File: src/rtl/opb_dec_pkg.sv
// Shared types and defaults for the OPB slave-select decoder (opb_addr_decoder_n).
// Default region map: NUM_SLV windows of 0x40 bytes at 64 KiB strides.
package opb_dec_pkg;

    typedef enum logic {
        IDLE = 1'b0,
        WAIT = 1'b1
    } dec_state_t;

    localparam logic [31:0] DEF_ERR_DATA = 32'hDEADBEEF;
    localparam int          TO_CNT_W     = 8;
    localparam int          DEF_NUM_SLV  = 8;
    localparam int          DEF_ADDR_W   = 20;

    // sizes=0 builds the packed base vector, sizes=1 the packed size vector
    function automatic logic [DEF_NUM_SLV*DEF_ADDR_W-1:0] def_region_vec(input bit sizes);
        logic [DEF_NUM_SLV*DEF_ADDR_W-1:0] v;
        v = '0;
        for (int i = 0; i < DEF_NUM_SLV; i++) begin
            v[i*DEF_ADDR_W +: DEF_ADDR_W] = sizes ? DEF_ADDR_W'(32'h40)
                                                  : DEF_ADDR_W'(32'h10000 * i);
        end
        return v;
    endfunction

endpackage

File: src/rtl/opb_addr_decoder_n_if.sv
// Bridge-to-decoder-to-peripheral bundle; slave modport is the decoder's view,
// master modport is the bridge/peripheral side that drives requests and read data.
interface opb_addr_decoder_n_if #(
    parameter int NUM_SLV = 8,
    parameter int ADDR_W  = 20,
    parameter int DATA_W  = 32
);
    logic                      DEC_RE;
    logic                      DEC_WE;
    logic [31:0]               DEC_ADDR;
    logic [NUM_SLV*DATA_W-1:0] SLV_DI;
    logic [NUM_SLV-1:0]        SLV_RDY;
    logic [NUM_SLV-1:0]        SLV_RE;
    logic [NUM_SLV-1:0]        SLV_WE;
    logic [DATA_W-1:0]         DEC_DO;
    logic                      DEC_ACK;
    logic                      DEC_ERR;
    logic                      BUSY;
    logic [ADDR_W-1:0]         ERR_ADDR;
    logic [15:0]               ERR_CNT;

    modport slave (
        input  DEC_RE, DEC_WE, DEC_ADDR, SLV_DI, SLV_RDY,
        output SLV_RE, SLV_WE, DEC_DO, DEC_ACK, DEC_ERR, BUSY, ERR_ADDR, ERR_CNT
    );

    modport master (
        output DEC_RE, DEC_WE, DEC_ADDR, SLV_DI, SLV_RDY,
        input  SLV_RE, SLV_WE, DEC_DO, DEC_ACK, DEC_ERR, BUSY, ERR_ADDR, ERR_CNT
    );
endinterface

File: src/rtl/opb_dec_region_match.sv
// One base/size window comparator, purely combinational (zero latency, no backpressure).
// Compared one bit wider than the address so BASE+SIZE cannot wrap.
module opb_dec_region_match #(
    parameter int                ADDR_W = 20,
    parameter logic [ADDR_W-1:0] BASE   = '0,
    parameter logic [ADDR_W-1:0] SIZE   = '0
) (
    input  logic [ADDR_W-1:0] addr,
    output logic              hit
);
    logic [ADDR_W:0] a_x;
    logic [ADDR_W:0] lo_x;
    logic [ADDR_W:0] hi_x;

    assign a_x  = {1'b0, addr};
    assign lo_x = {1'b0, BASE};
    assign hi_x = {1'b0, BASE} + {1'b0, SIZE};
    assign hit  = (SIZE != '0) && (a_x >= lo_x) && (a_x < hi_x);
endmodule

File: src/rtl/opb_addr_decoder_n.sv
// OPB slave-select decoder with registered read-return mux; writes/errors ack next cycle,
// reads ack the cycle after the selected RDY (or after TIMEOUT_CYC WAIT cycles); requests while BUSY are dropped. Optional ERR_CNT: OPB_DEC_ERRCNT_EN.
module opb_addr_decoder_n
    import opb_dec_pkg::*;
#(
    parameter int                        NUM_SLV     = DEF_NUM_SLV,
    parameter int                        ADDR_W      = DEF_ADDR_W,
    parameter int                        DATA_W      = 32,
    parameter logic [NUM_SLV*ADDR_W-1:0] BASE        = def_region_vec(1'b0),
    parameter logic [NUM_SLV*ADDR_W-1:0] SIZE        = def_region_vec(1'b1),
    parameter int                        TIMEOUT_CYC = 16,
    parameter logic [DATA_W-1:0]         ERR_DATA    = DATA_W'(DEF_ERR_DATA)
) (
    input logic                 OPB_CLK,
    input logic                 OPB_RST,
    opb_addr_decoder_n_if.slave bus
);
    localparam int                IDX_W   = (NUM_SLV > 1) ? $clog2(NUM_SLV) : 1;
    localparam logic [TO_CNT_W-1:0] TO_LAST = TO_CNT_W'(TIMEOUT_CYC - 1);

    dec_state_t          state;
    logic [IDX_W-1:0]    idx_q;
    logic [ADDR_W-1:0]   addr_q;
    logic [TO_CNT_W-1:0] to_cnt;
    logic [DATA_W-1:0]   do_q;
    logic                ack_q;
    logic                err_q;
    logic [ADDR_W-1:0]   err_addr_q;

    logic [ADDR_W-1:0]   a;
    logic [NUM_SLV-1:0]  hit;
    logic [IDX_W-1:0]    hit_idx;
    logic                any_hit;
    logic [NUM_SLV-1:0]  sel_oh;
    logic                idle;
    logic                rd_only;
    logic                wr_only;
    logic                rdy_sel;
    logic [DATA_W-1:0]   di_sel;

    assign a = bus.DEC_ADDR[ADDR_W-1:0];

    generate
        if (ADDR_W < 32) begin : g_addr_hi
            logic unused_addr_hi;
            assign unused_addr_hi = ^bus.DEC_ADDR[31:ADDR_W];
        end
        for (genvar g = 0; g < NUM_SLV; g++) begin : g_match
            opb_dec_region_match #(
                .ADDR_W (ADDR_W),
                .BASE   (BASE[g*ADDR_W +: ADDR_W]),
                .SIZE   (SIZE[g*ADDR_W +: ADDR_W])
            ) u_match (
                .addr (a),
                .hit  (hit[g])
            );
        end
    endgenerate

    // Lowest index wins on overlapping windows
    always_comb begin
        hit_idx = '0;
        any_hit = 1'b0;
        for (int i = NUM_SLV - 1; i >= 0; i--) begin
            if (hit[i]) begin
                hit_idx = IDX_W'(i);
                any_hit = 1'b1;
            end
        end
    end

    assign sel_oh  = any_hit ? (NUM_SLV'(1) << hit_idx) : '0;
    assign idle    = (state == IDLE);
    assign rd_only = bus.DEC_RE & ~bus.DEC_WE;
    assign wr_only = bus.DEC_WE & ~bus.DEC_RE;
    assign rdy_sel = bus.SLV_RDY[idx_q];
    assign di_sel  = bus.SLV_DI[idx_q*DATA_W +: DATA_W];

    assign bus.SLV_RE = (rd_only && idle) ? sel_oh : '0;
    assign bus.SLV_WE = (wr_only && idle) ? sel_oh : '0;

    always_ff @(posedge OPB_CLK or posedge OPB_RST) begin
        if (OPB_RST) begin
            state      <= IDLE;
            idx_q      <= '0;
            addr_q     <= '0;
            to_cnt     <= '0;
            do_q       <= '0;
            ack_q      <= 1'b0;
            err_q      <= 1'b0;
            err_addr_q <= '0;
        end else begin
            ack_q <= 1'b0;
            err_q <= 1'b0;
            case (state)
                IDLE: begin
                    if (bus.DEC_RE || bus.DEC_WE) begin
                        if (rd_only && any_hit) begin
                            state  <= WAIT;
                            idx_q  <= hit_idx;
                            addr_q <= a;
                            to_cnt <= '0;
                        end else if (wr_only && any_hit) begin
                            ack_q <= 1'b1;
                        end else begin
                            // Unmapped, or RE and WE together: only a pure read returns ERR_DATA
                            ack_q      <= 1'b1;
                            err_q      <= 1'b1;
                            err_addr_q <= a;
                            if (rd_only) do_q <= ERR_DATA;
                        end
                    end
                end
                WAIT: begin
                    if (rdy_sel) begin
                        do_q   <= di_sel;
                        ack_q  <= 1'b1;
                        state  <= IDLE;
                        to_cnt <= '0;
                    end else if (to_cnt == TO_LAST) begin
                        do_q       <= ERR_DATA;
                        ack_q      <= 1'b1;
                        err_q      <= 1'b1;
                        err_addr_q <= addr_q;
                        state      <= IDLE;
                        to_cnt     <= '0;
                    end else begin
                        to_cnt <= to_cnt + 1'b1;
                    end
                end
            endcase
        end
    end

    assign bus.DEC_DO   = do_q;
    assign bus.DEC_ACK  = ack_q;
    assign bus.DEC_ERR  = err_q;
    assign bus.BUSY     = (state == WAIT);
    assign bus.ERR_ADDR = err_addr_q;

`ifdef OPB_DEC_ERRCNT_EN
    logic        err_evt;
    logic        drop_evt;
    logic [16:0] cnt_sum;
    logic [15:0] err_cnt_q;

    // Events counted on the edge that raises DEC_ERR, so ERR_CNT moves with it
    always_comb begin
        err_evt = 1'b0;
        if (idle) err_evt = (bus.DEC_RE | bus.DEC_WE) & ~((rd_only | wr_only) & any_hit);
        else      err_evt = ~rdy_sel & (to_cnt == TO_LAST);
    end

    assign drop_evt = ~idle & (bus.DEC_RE | bus.DEC_WE);
    assign cnt_sum  = {1'b0, err_cnt_q} + 17'(err_evt) + 17'(drop_evt);

    always_ff @(posedge OPB_CLK or posedge OPB_RST) begin
        if (OPB_RST) err_cnt_q <= '0;
        else         err_cnt_q <= cnt_sum[16] ? 16'hFFFF : cnt_sum[15:0];
    end

    assign bus.ERR_CNT = err_cnt_q;
`else
    assign bus.ERR_CNT = '0;
`endif

endmodule

File: src/flat_wrapper.sv
// flat-port wrapper written by rule: the top's interface ports become plain ports
module opb_addr_decoder_n_flat import opb_dec_pkg::*;
#(
    parameter int                        NUM_SLV     = DEF_NUM_SLV,
    parameter int                        ADDR_W      = DEF_ADDR_W,
    parameter int                        DATA_W      = 32,
    parameter logic [NUM_SLV*ADDR_W-1:0] BASE        = def_region_vec(1'b0),
    parameter logic [NUM_SLV*ADDR_W-1:0] SIZE        = def_region_vec(1'b1),
    parameter int                        TIMEOUT_CYC = 16,
    parameter logic [DATA_W-1:0]         ERR_DATA    = DATA_W'(DEF_ERR_DATA)
)
  (OPB_CLK, OPB_RST, bus_DEC_RE, bus_DEC_WE, bus_DEC_ADDR, bus_SLV_DI, bus_SLV_RDY, bus_SLV_RE, bus_SLV_WE, bus_DEC_DO, bus_DEC_ACK, bus_DEC_ERR, bus_BUSY, bus_ERR_ADDR, bus_ERR_CNT);
  opb_addr_decoder_n_if #(.NUM_SLV(NUM_SLV), .ADDR_W(ADDR_W), .DATA_W(DATA_W)) bus_i ();
  input logic OPB_CLK;
  input logic OPB_RST;
  input wire logic [$bits(bus_i.DEC_RE)-1:0] bus_DEC_RE;
  input wire logic [$bits(bus_i.DEC_WE)-1:0] bus_DEC_WE;
  input wire logic [$bits(bus_i.DEC_ADDR)-1:0] bus_DEC_ADDR;
  input wire logic [$bits(bus_i.SLV_DI)-1:0] bus_SLV_DI;
  input wire logic [$bits(bus_i.SLV_RDY)-1:0] bus_SLV_RDY;
  output wire logic [$bits(bus_i.SLV_RE)-1:0] bus_SLV_RE;
  output wire logic [$bits(bus_i.SLV_WE)-1:0] bus_SLV_WE;
  output wire logic [$bits(bus_i.DEC_DO)-1:0] bus_DEC_DO;
  output wire logic [$bits(bus_i.DEC_ACK)-1:0] bus_DEC_ACK;
  output wire logic [$bits(bus_i.DEC_ERR)-1:0] bus_DEC_ERR;
  output wire logic [$bits(bus_i.BUSY)-1:0] bus_BUSY;
  output wire logic [$bits(bus_i.ERR_ADDR)-1:0] bus_ERR_ADDR;
  output wire logic [$bits(bus_i.ERR_CNT)-1:0] bus_ERR_CNT;
  assign bus_i.DEC_RE = bus_DEC_RE;
  assign bus_i.DEC_WE = bus_DEC_WE;
  assign bus_i.DEC_ADDR = bus_DEC_ADDR;
  assign bus_i.SLV_DI = bus_SLV_DI;
  assign bus_i.SLV_RDY = bus_SLV_RDY;
  assign bus_SLV_RE = bus_i.SLV_RE;
  assign bus_SLV_WE = bus_i.SLV_WE;
  assign bus_DEC_DO = bus_i.DEC_DO;
  assign bus_DEC_ACK = bus_i.DEC_ACK;
  assign bus_DEC_ERR = bus_i.DEC_ERR;
  assign bus_BUSY = bus_i.BUSY;
  assign bus_ERR_ADDR = bus_i.ERR_ADDR;
  assign bus_ERR_CNT = bus_i.ERR_CNT;
  opb_addr_decoder_n #(.NUM_SLV(NUM_SLV), .ADDR_W(ADDR_W), .DATA_W(DATA_W), .BASE(BASE), .SIZE(SIZE), .TIMEOUT_CYC(TIMEOUT_CYC), .ERR_DATA(ERR_DATA)) u_core (.OPB_CLK(OPB_CLK), .OPB_RST(OPB_RST), .bus(bus_i));
endmodule
File: config.mk
export PLATFORM = sky130hd
export DESIGN_NAME = opb_addr_decoder_n_flat
export DESIGN_NICKNAME = d
export VERILOG_FILES = /design/src/rtl/opb_dec_pkg.sv /design/src/rtl/opb_addr_decoder_n_if.sv /design/src/rtl/opb_dec_region_match.sv /design/src/rtl/opb_addr_decoder_n.sv /design/src/flat_wrapper.sv
export SDC_FILE = /design/constraint.sdc
export NUM_CORES = 1
export LEC_CHECK = 0
export ABC_AREA = 1
export BUFFER_PORTS_ARGS = -buffer_cell sky130_fd_sc_hd__buf_2
export CORE_AREA = 2 2 148 150
export DETAILED_ROUTE_END_ITERATION = 8
export DIE_AREA = 0 0 150 152
export PLACE_DENSITY = 0.7
export SLEW_MARGIN = 40
export SYNTH_ARGS = -nofsm -noshare
export SYNTH_HDL_FRONTEND = slang
export SYNTH_SLANG_ARGS = --single-unit
File: constraint.sdc
create_clock -name OPB_CLK -period 5.3 [get_ports OPB_CLK]
set_input_delay 0.265 -clock OPB_CLK [delete_from_list [all_inputs] [get_ports OPB_CLK]]
set_output_delay 0.265 -clock OPB_CLK [all_outputs]
set_load 0.005 [all_outputs]
==> results.md <==
* Status: finished clean
* Final core occ at 40.66%
* Worst hold slack at 0.2005 ns
* Largest net degree at the start of global routing at 105
* Ys Warns at 0
* Final WL at 24550 µm
* Grt ovf at 0
* Maxcap violations at 0
* Most area-consuming cells after synthesis: dfrtp_1 33%, nand2_1 19%, o21ai_0 12%
* Htree depth at 3
* FF-to-FF setup slack at 2.32 ns
* Drt first pass iters at 5
* DR WL/cell at 14.49 µm
* HPWL Detailed at 18890 µm
* IO buf count at 358
* Max-slew headroom at 48.44%
* Ratio of routed vias to standard cells at 4.749
* Critical path class: flip-flop to flip-flop
* Worst R2R End: u_core.bus.DEC_DO[11]$_DFFE_PP0P_
* Endpoints failing setup at 0
* Post-Layout Inst Area at 0.008682 mm²
* CP required at 5.53 ns
* DRC Markers at 0
* Via count at 8045
* Clk sinks at 86
* Initial antenna violation count at 0
* Worst r2r src: u_core.idx_q[0]$_DFFE_PP0P_
* Starting density of the core at 31.00%
* Area grow syn2layout at 31.17%
* Cells after Synth at 1103
* Clk buf depth at 2
* Gpl congestion at 0.8954
* Crit. End Element: flip-flop
* Worst-Margin Slew at 0.7726 ns
* Die Width at 150 µm
* Pre-CTS setup slack at 2.282 ns
* Most numerous cell in the Yosys netlist: nand2_1
* Worst-Skew Late Latency at 0.34 ns
* Die height at 152 µm
* Share of cells above drive strength 1 at 28.14%
* I/O pin total at 387
* Worst Path Max Fanout at 43
* Layout Nets at 1707
* Global-route wire length before repair at 38280 µm
* Antenna Nets Post-Route at 0
* Setup tns final at 0 ns
* Maximum VDD drop at 0.0001307 V
* Ys async rst share at 100.0%
* Ys flop type: dfrtp_1
* Placed cells at 1674
* Final hold vios at 0
* CTS tree: yes
* Yosys cell types at 29
* Placed cell area at 0.008387 mm²
* Core area at 0.02135 mm²
* Std cell rows at 54
* Register bit total from synthesis at 86
* Final Max Tran Viols at 0
* Final Non-Filler Cells at 1694
* Post-synth top area cell: dfrtp_1
* Total power per unit cell area at 184.6 mW/mm²
* Lkg Pwr at 4.917 nW
* Clock skew at 0.008060 ns
* Initial DRC Count at 478
* Setup crit end: u_core.bus.DEC_DO[11]$_DFFE_PP0P_
* Post-synth EDFFs at 0
* CP startpoint kind: flip-flop
* Syn_area_per_cell at 6.001 µm²
* RSZ-0062 raised after global routing: false
* Synth top area share at 32.51%
* Num CTS Buffers at 9
* Final WS setup at 2.324 ns
* Final period util at 56.15%
* Cell Area, Synth at 0.006619 mm²
* CP startpoint: u_core.idx_q[0]$_DFFE_PP0P_
* Synth top cells by count: 343 x nand2_1, 212 x nor2_1, 162 x o21ai_0
* Register-to-Register Path Depth at 10
* Clock transition at path regs at 0.06 ns
* Worst hold path class: primary input to flip-flop
* Clock root cell: clkbuf_16
* Final Power at 1.602 mW
* FMAX at 336.0 MHz
* Sequential-to-total area share from yosys stat at 32.51%
* Critical path arrival at 3.20 ns
* GRT Overall Usage at 20.89%
* Number of global-route vias before repair at 7543
* DIE AREA at 0.02280 mm²
* Period minus WS final at 2.976 ns
-- worst min path at each step --
stage	startpoint	to	slack, ns	cells past startpoint
after CTS	bus_DEC_ADDR[2]	u_core.addr_q[2]$_DFFE_PP0P_	0.19	3
final	bus_DEC_ADDR[2]	u_core.addr_q[2]$_DFFE_PP0P_	0.20	3
after global placement	OPB_RST	u_core.bus.ERR_ADDR[2]$_DFFE_PP0P_	0.30	2
after detailed placement	OPB_RST	u_core.bus.ERR_ADDR[2]$_DFFE_PP0P_	0.31	2
after floorplan	bus_DEC_ADDR[16]	u_core.addr_q[16]$_DFFE_PP0P_	0.39	2
after global routing	bus_DEC_ADDR[1]	u_core.addr_q[1]$_DFFE_PP0P_	0.21	3
-- worst max-delay path: stages (launching register included) --
cell     delay (ns)
dfrtp_4        0.66
inv_4          0.29
nand2_1        0.08
nand2_1        0.07
nand2_1        0.05
nand3_1        0.10
nand2_2        0.16
a21oi_4        0.61
nand2_2        0.55
nand2_1        0.19
nand2_1        0.06
-- registers in the layout, summed over array words and instances, names as in the netlist --
name / flops
u_core.bus.DEC_DO: 32
u_core.addr_q: 20
u_core.bus.ERR_ADDR: 20
u_core.to_cnt: 8
u_core.idx_q: 3
u_core.bus.BUSY: 1
u_core.bus.DEC_ACK: 1
u_core.bus.DEC_ERR: 1
-- routing by layer --
metal	part of all wire, %	vias up	track usage [%]
met5	0	-	0
li1	-	4087	-
met3	7.4	37	3.934
met1	43	3619	27.15
met2	48	302	35.79
met4	2.0	0	4.762
-- placed cells by master (no fill, tap or decap), types with 3 or more instances in the layout --
cell type  synthesis  routed
nand3_2            3       3
nand4_1            3       3
conb_1             1      16
nor2_1           212     212
o22ai_1           16      16
inv_1             63      62
nand2_2            3       3
dfrtp_1           86      84
nand3_1           62      62
o21ai_0          162     162
clkbuf_16          0       9
o21ai_1           40      40
nor3_1             3       3
buf_2             29     358
clkbuf_1          27       3
diode_2            0       3
nand2_1          343     343
buf_4             20       7
-- kinds of logic (layout without fill, tap and decap cells) --
logic type	after synthesis	after routing	synth area share (%)
AO/OA/AOI/OAI	222	222	17.35
XOR/XNOR	3	3	0.3970
adder cells (fa/ha/maj)	1	1	0.1890
buffers and inverters	157	450	11.53
flip-flops	86	86	32.51
other	1	19	0.05666
AND/OR/NAND/NOR	633	633	37.96
-- final cells by class --
| cell class | instances | area, µm² |
|---|---|---|
| Sequential cell | 86 | 2160 |
| Timing Repair Buffer | 368 | 1877 |
| Fill cell | 2348 | 12670 |
| Tap cell | 280 | 350.3 |
| Inverter | 66 | 252.7 |
| Multi-Input combinational cell | 875 | 3765 |
| Antenna cell | 3 | 7.507 |
| Clock buffer | 13 | 250.2 |
| Clock inverter | 3 | 20.02 |
-- what timing repair did --
item / CTS / global route
gates resized for setup: 0 / 0
setup buffers: 0 / 0
hold buffers: 1 / 0
endpoints found under the hold margin: 31 / 0
-- where the power goes --
part	internal, mW	switching [mW]
combinational	0.148	0.162
clock	0.330	0.251
sequential	0.692	0.0199
total	1.17	0.433
Power figures use the tool's default switching activity.
